--- src/rtl/sim_ctrl_counter_chain.sv ---
// sim_ctrl_counter_chain
//
// This block holds the simulation-control utilities that sit beside the
// manycore testbench core. A small host register port replaces the old
// DPI hooks.
//   - data chain   : data_i delayed by num_stages_p flops (0 = pass-through)
//   - cycle counter: free-running; its reset is held for num_stages_p extra
//                    cycles by a 1-bit chain fed from reset_i
//   - gpio         : host-writable register driving trace_en (bit0) and
//                    log_en (bit1)
//
// Ports
//   clk_i, reset_i        : single clock, synchronous active-high reset
//   data_i / data_o       : delay-chain input / output
//   ctr_r_o               : registered cycle count
//   gpio_i / gpio_o       : GPIO inputs / outputs
//   host_v_i, host_we_i   : request valid, 1 = write / 0 = read
//   host_addr_i           : register address (0..7)
//   host_wdata_i          : write data
//   host_rv_o             : read data valid, one cycle after the read is accepted
//   host_rdata_o          : read data; holds its last value when host_rv_o = 0
//
// Register map
//   0 gpio (rd: gpio_o or gpio_i per use_output_p, wr: gpio_o)
//   1 gpio_i (ro)
//   2 ctr[31:0] (rd also snapshots ctr[63:32] into the shadow)
//   3 shadow (ro)
//   4 control (wr bit0 = clear counter, reads 0)
//   5..7 reserved, read 0
module sim_ctrl_counter_chain #(
  parameter int unsigned              chain_width_p = 1,
  parameter int unsigned              num_stages_p  = 3,
  parameter int unsigned              ctr_width_p   = 64,
  parameter int unsigned              gpio_width_p  = 2,
  parameter logic [gpio_width_p-1:0]  init_o_p      = '0,
  parameter bit                       use_output_p  = 1'b1,
  parameter bit                       debug_p       = 1'b0
) (
  input  logic                      clk_i,
  input  logic                      reset_i,
  input  logic [chain_width_p-1:0]  data_i,
  output logic [chain_width_p-1:0]  data_o,
  output logic [ctr_width_p-1:0]    ctr_r_o,
  input  logic [gpio_width_p-1:0]   gpio_i,
  output logic [gpio_width_p-1:0]   gpio_o,
  input  logic                      host_v_i,
  input  logic                      host_we_i,
  input  logic [2:0]                host_addr_i,
  input  logic [31:0]               host_wdata_i,
  output logic                      host_rv_o,
  output logic [31:0]               host_rdata_o
);

  // ---------------------------------------------------------------- data chain
  if (num_stages_p == 0) begin : g_data_pass
    assign data_o = data_i;
  end else begin : g_data_chain
    logic [chain_width_p-1:0] stage_r [num_stages_p];

    always_ff @(posedge clk_i) begin
      if (reset_i) begin
        for (int unsigned k = 0; k < num_stages_p; k++) stage_r[k] <= '0;
      end else begin
        stage_r[0] <= data_i;
        for (int unsigned k = 1; k < num_stages_p; k++) stage_r[k] <= stage_r[k-1];
      end
    end

    assign data_o = stage_r[num_stages_p-1];
  end

  // ------------------------------------------------------ counter-reset chain
  logic rst_d;

  if (num_stages_p == 0) begin : g_rst_pass
    assign rst_d = reset_i;
  end else begin : g_rst_chain
    logic [num_stages_p-1:0] rchain_r;

    // Reset fills the chain with 1s. Afterwards 0s shift in from bit 0, so
    // the top bit stays high for num_stages_p more edges. Using a shift
    // instead of a slice keeps the single-stage case legal.
    always_ff @(posedge clk_i) begin
      if (reset_i) rchain_r <= '1;
      else         rchain_r <= rchain_r << 1;
    end

    assign rst_d = reset_i | rchain_r[num_stages_p-1];
  end

  // ------------------------------------------------------------ host decode
  logic rd_req, wr_req, clr_req;

  assign rd_req  = host_v_i & ~host_we_i;
  assign wr_req  = host_v_i &  host_we_i;
  assign clr_req = wr_req & (host_addr_i == 3'd4) & host_wdata_i[0];

  // ---------------------------------------------------------------- counter
  logic [ctr_width_p-1:0] ctr_r;
  logic [63:0]            ctr_ext;

  always_ff @(posedge clk_i) begin
    if (rst_d || clr_req) ctr_r <= '0;
    else                  ctr_r <= ctr_r + 1'b1;
  end

  assign ctr_r_o = ctr_r;
  // With the counter zero-extended to 64 bits, both the low-word read and
  // the shadow snapshot read 0 above ctr_width_p with no special cases.
  assign ctr_ext = 64'(ctr_r);

  // ------------------------------------------------------------------- gpio
  logic [gpio_width_p-1:0] gpio_next;

  always_comb begin
    gpio_next = gpio_o;
    if (reset_i)                                gpio_next = init_o_p;
    else if (wr_req && host_addr_i == 3'd0)     gpio_next = host_wdata_i[gpio_width_p-1:0];
  end

  always_ff @(posedge clk_i) begin
    gpio_o <= gpio_next;
  end

  if (debug_p) begin : g_debug
    // This print is for simulation only. It fires on a real value change,
    // so rewriting the same value stays silent.
    always_ff @(posedge clk_i) begin
      if (gpio_next != gpio_o) $display("%m: gpio_o 0x%0h -> 0x%0h", gpio_o, gpio_next);
    end
  end

  // -------------------------------------------------------------- read path
  logic [31:0] shadow_r;
  logic [31:0] rd_val;

  always_comb begin
    rd_val = '0;
    case (host_addr_i)
      3'd0:    rd_val = use_output_p ? 32'(gpio_o) : 32'(gpio_i);
      3'd1:    rd_val = 32'(gpio_i);
      3'd2:    rd_val = ctr_ext[31:0];
      3'd3:    rd_val = shadow_r;
      default: rd_val = '0;
    endcase
  end

  always_ff @(posedge clk_i) begin
    if (reset_i) begin
      shadow_r     <= '0;
      host_rv_o    <= 1'b0;
      host_rdata_o <= '0;
    end else begin
      host_rv_o <= rd_req;
      if (rd_req) begin
        host_rdata_o <= rd_val;
        if (host_addr_i == 3'd2) shadow_r <= ctr_ext[63:32];
      end
    end
  end

  // Only bit 0 and the gpio field of the write data have a meaning.
  logic unused_wdata;
  assign unused_wdata = ^host_wdata_i;

endmodule

--- config.mk ---
export PLATFORM = sky130hd
export DESIGN_NAME = sim_ctrl_counter_chain
export DESIGN_NICKNAME = d
export VERILOG_FILES = /design/src/rtl/sim_ctrl_counter_chain.sv
export SDC_FILE = /design/constraint.sdc
export NUM_CORES = 1
export LEC_CHECK = 0
export BUFFER_PORTS_ARGS = -buffer_cell sky130_fd_sc_hd__buf_2
export CAP_MARGIN = 20
export CORE_AREA = 2 2 79 138
export CTS_CLUSTER_DIAMETER = 120
export DETAILED_ROUTE_END_ITERATION = 10
export DIE_AREA = 0 0 81 140
export PLACE_DENSITY = 0.81
export SLEW_MARGIN = 20
export SYNTH_ARGS = -nofsm -noshare
export SYNTH_HDL_FRONTEND = slang
export SYNTH_SLANG_ARGS = --single-unit
--- constraint.sdc ---
create_clock -name clk_i -period 3.25 [get_ports clk_i]
set_input_delay 0.1625 -clock clk_i [delete_from_list [all_inputs] [get_ports clk_i]]
set_output_delay 0.1625 -clock clk_i [all_outputs]
set_load 0.1 [all_outputs]
==> results by stage <==
Synth:
- The sequential fraction of the synthesis area is 48.1%.
- The gate count after technology mapping is 681.
- Counting flops with a built-in enable in the synthesized netlist gives 0.
- The predominant post-synthesis flop cell is dfxtp_1.
- In this run the cell area of the synthesized design comes to 5700 um^2.
- After synthesis, the share of flip-flops with an asynchronous set or reset is 0%.
- Synthesis produced a netlist with a net count of 724.
- A synthesized cell averages 8.38 um^2.
- The yosys synthesis warning count is 0.
- The netlist uses 37 different library cells.
- Synthesis inferred 137 register bits.

Drt:
- After detailed routing, no signal wire sits above met4.
- Using the TritonRoute via totals, the vias-per-cell ratio works out to 6.21.
- The first-pass iteration count of the detailed router is 5.
- For this block, the via count after detailed routing is 5716.
- The met3 wire length is 1.15 mm.
- The detailed router finished its first iteration with 505 violations.
- After detailed routing, the average wire length per cell comes to 17.6 um.
- Detailed routing placed a total of 8.49 mm of wire on met2.
- The total routed wirelength is 16.2 mm.
- In the routed design, unresolved DRC markers number 0.
- Once detail routing completed, the nets flagged for antenna violations numbered 0.
- After detailed routing, the wire length on met1 is 6.02 mm.

Timing:
- The total count of max-transition violations in the final report was 0.
- For the finished layout, the period the worst path requires is 2.63 ns.
- At the pin with the least slew margin, the transition time is 1.07 ns.
- The share of the cycle needed by the critical path after routing is 80.8%.
- The count of endpoints failing hold in the final timing report is 0.
- Timing would allow up to 0.381 GHz.
- Setup violations remaining at the end of the flow were counted as 0.
- Across the routed clock network, the largest skew measured is 0.00699 ns.
- The worst max-slew margin expressed relative to the limit is 28.7%.
- Setup repair after global routing left no endpoint under its margin.
- For the final routed database, the setup TNS stands at 0 ns.

Setup path:
- STA classifies the critical path endpoint as a flop.
- The arrival time at the worst endpoint is 2.97 ns.
- The launching element of the worst setup path is ctr_r_o[0].
- STA classifies the critical path startpoint as a flop.
- The number of cells traversed by the worst register-to-register path is 6.
- The setup path with the least slack is of type reg2reg.
- The critical path endpoint is ctr_r_o[36].
- Data on the critical path is required at its endpoint by 3.59 ns.
- In this run the worst path has a maximum fanout of 7.
- The startpoint of the lowest-slack register-to-register path is ctr_r_o[0].
- The setup slack of the most critical reg-to-reg path is 0.62 ns.
- The critical register-to-register path endpoint is ctr_r_o[36].

Place:
- During placement, the flow inserted port buffers numbering 111.
- Routability-driven placement finished with a final weighted congestion of 0.859.
- The placed wire-length estimate after detailed placement is 11.1 mm.

Global route:
- The total global-route track usage is 29.7%.
- The via count of the first global-routing pass came to 5244.
- The first global-routing pass estimated 26.3 mm of wire.
- The number of antenna violations at the first check in global routing is 0.
- The remaining global-route overflow is 0.
- The pin count of the biggest net entering global routing is 75.

Clocking:
- The TritonCTS clock tree is yes.
- The clock network latency to the later pin of the worst-skew pair is 0.42 ns.
- The maximum number of buffers from clock root to sink is 2.
- The TritonCTS buffer count is 17.
- The number of clock sinks is 137.
- Post-CTS timing repair inserted 0 buffers for setup.
- The cell chosen for the clock root is clkbuf_16.
- Clock-pin slew was measured on the worst setup and hold paths at 0.06 ns.
- CTS built an H-tree with a depth of 4.

Cells and area:
- The total number of nets in the final design is 824.
- For this run, the share of the core covered by cells in the final layout is 68.8%.
- After filler insertion, the fill cell instance count of the layout stands at 829.
- The number of antenna diodes is 0.
- From synthesis to final layout, the design area changed by 22.8%.
- Of the cells placed in the final design, the portion with a size suffix greater than 1 is 20.7%.

Floorplan:
- The placement row count is 49.
- The floorplan step set the die width to 81 um.
- The effective utilization at floorplan is 56.0%.
- The core region is 10200 um^2.
- During I/O placement, the number of pins put on the boundary was 142.
- The total die area is 11300 um^2.
- The floorplan step set the die height to 140 um.

Power and ir drop:
- In this run the static leakage power is 2.61 nW.
- The worst IR drop on VDD is 0.402 mV.
- The total power of the final layout is 4.06 mW.
- The total power divided by cell area is 579 nW/um^2.

Worst hold path:
- The class of the tightest hold or removal check is in2reg.

Job:
- Max-cap violations in this run came to 0.

Outcome:
- The flow ran to the end, and the final reports show no timing, DRC or antenna violations.
final cells by class:
type / count / area (um^2) / share of cell area [%]
well taps: 127 / 159 / 2.27
multi-input cells: 498 / 2800 / 39.9
clock buffers: 20 / 457 / 6.52
inverters: 4 / 15.0 / 0.214
flip-flops and latches: 137 / 2740 / 39.1
repair buffers: 123 / 663 / 9.47
clock inverters: 12 / 171 / 2.45
how the worst min path moves through the flow:
stage	slack, ns	depth (start not counted)	end	start
CTS	0.05	3	gpio_o[0]	host_wdata_i[0]
detailed placement	0.38	2	g_data_chain.stage_r[0][0]	data_i
global placement	0.37	2	g_data_chain.stage_r[0][0]	data_i
floorplan	0.19	0	g_rst_chain.rchain_r[0]	reset_i
finish	0.06	3	gpio_o[0]	host_wdata_i[0]
global route	0.07	3	gpio_o[0]	host_wdata_i[0]
synth_stat cells (2+ instances only):
library cell / number / area [um^2]
mux4_2: 2 / 45.0
mux2i_1: 2 / 20.0
clkbuf_1: 39 / 146
nand4_1: 27 / 169
a22oi_1: 2 / 15.0
nor2_1: 88 / 330
inv_1: 4 / 15.0
and3_1: 5 / 31.3
or2_2: 2 / 12.5
or4_1: 14 / 105
and2_1: 2 / 12.5
nor4_4: 2 / 42.5
nor4_1: 3 / 18.8
nor2b_1: 5 / 31.3
o21ai_0: 15 / 75.1
xnor2_1: 6 / 52.6
a221oi_1: 30 / 263
nand3_1: 34 / 170
nand2_1: 93 / 349
xor2_1: 28 / 245
dfxtp_1: 137 / 2740
or3_1: 16 / 100
nor3_1: 39 / 195
a21oi_1: 59 / 295
buf_1: 2 / 7.51
o31ai_1: 13 / 97.6
and4_1: 2 / 17.5
power breakdown:
part           internal [mW]  switching [mW]  total, mW
Sequential              1.71          0.0120       1.72
Combinational         0.0546           0.249      0.304
Clock                   1.32           0.713       2.03
sequential cells by signal, summed over array words and instances (netlist names):
register	cells
gpio_o	2
g_rst_chain.rchain_r	3
host_rdata_o	32
g_data_chain.stage_r	3
shadow_r	32
host_rv_o	1
ctr_r_o	64
kinds of logic (layout without fill, tap and decap cells):
kind of cell               after synthesis  after routing  share of synthesized area (%)
adders and majority gates                1              1                          0.219
and+or+nand+nor                        338            338                           28.9
buffers and inverters                   46            159                           3.05
muxes                                    4              4                           1.14
AOI/OAI and AO/OA                      121            121                           13.4
DFF                                    137            137                           48.1
xor gates and xnor gates                34             34                           5.22
metrics by stage:
stage | cells | setup slack [ns] | hold WS, ns | cell area, um^2
after global routing | 921 | 0.453 | 0.0702 | 7010
after floorplan | 681 | 0.323 | 0.190 | 5700
after global placement | 887 | 0.821 | 0.372 | 6360
after detailed placement | 887 | 0.734 | 0.381 | 6360
after CTS | 921 | 0.708 | 0.0487 | 7000
final | 921 | 0.624 | 0.0648 | 7010
cells in the final DEF (no fill, tap or decap), drive strengths merged, types with 28 or more instances in the layout:
cell / synthesis / final
nor3: 39 / 39
buf: 3 / 121
a221oi: 30 / 30
nor2: 88 / 88
nand3: 34 / 34
xor2: 28 / 28
nand2: 93 / 93
dfxtp: 137 / 137
nand4: 28 / 28
a21oi: 59 / 59
metal layers:
metal | track usage, % | vias to the layer above
met4 | 12.4 | 0
met5 | 0 | -
met1 | 34.7 | 2715
met2 | 51.1 | 306
met3 | 6.77 | 49
li1 | - | 2646
critical path: stages (launching register included):
cell and delay (ns):
dfxtp_1 0.46, ha_1 0.26, nand4_1 0.24, nor4_1 0.69, nand3_1 0.34, or3_1 0.42, a21oi_1 0.14
timing repair:
action / in CTS / in global routing
endpoints found under the hold margin: 2 / 0
hold buffers: 2 / 0
gates resized for setup: 0 / 0
Note: power is estimated with default switching activity, not from simulation.
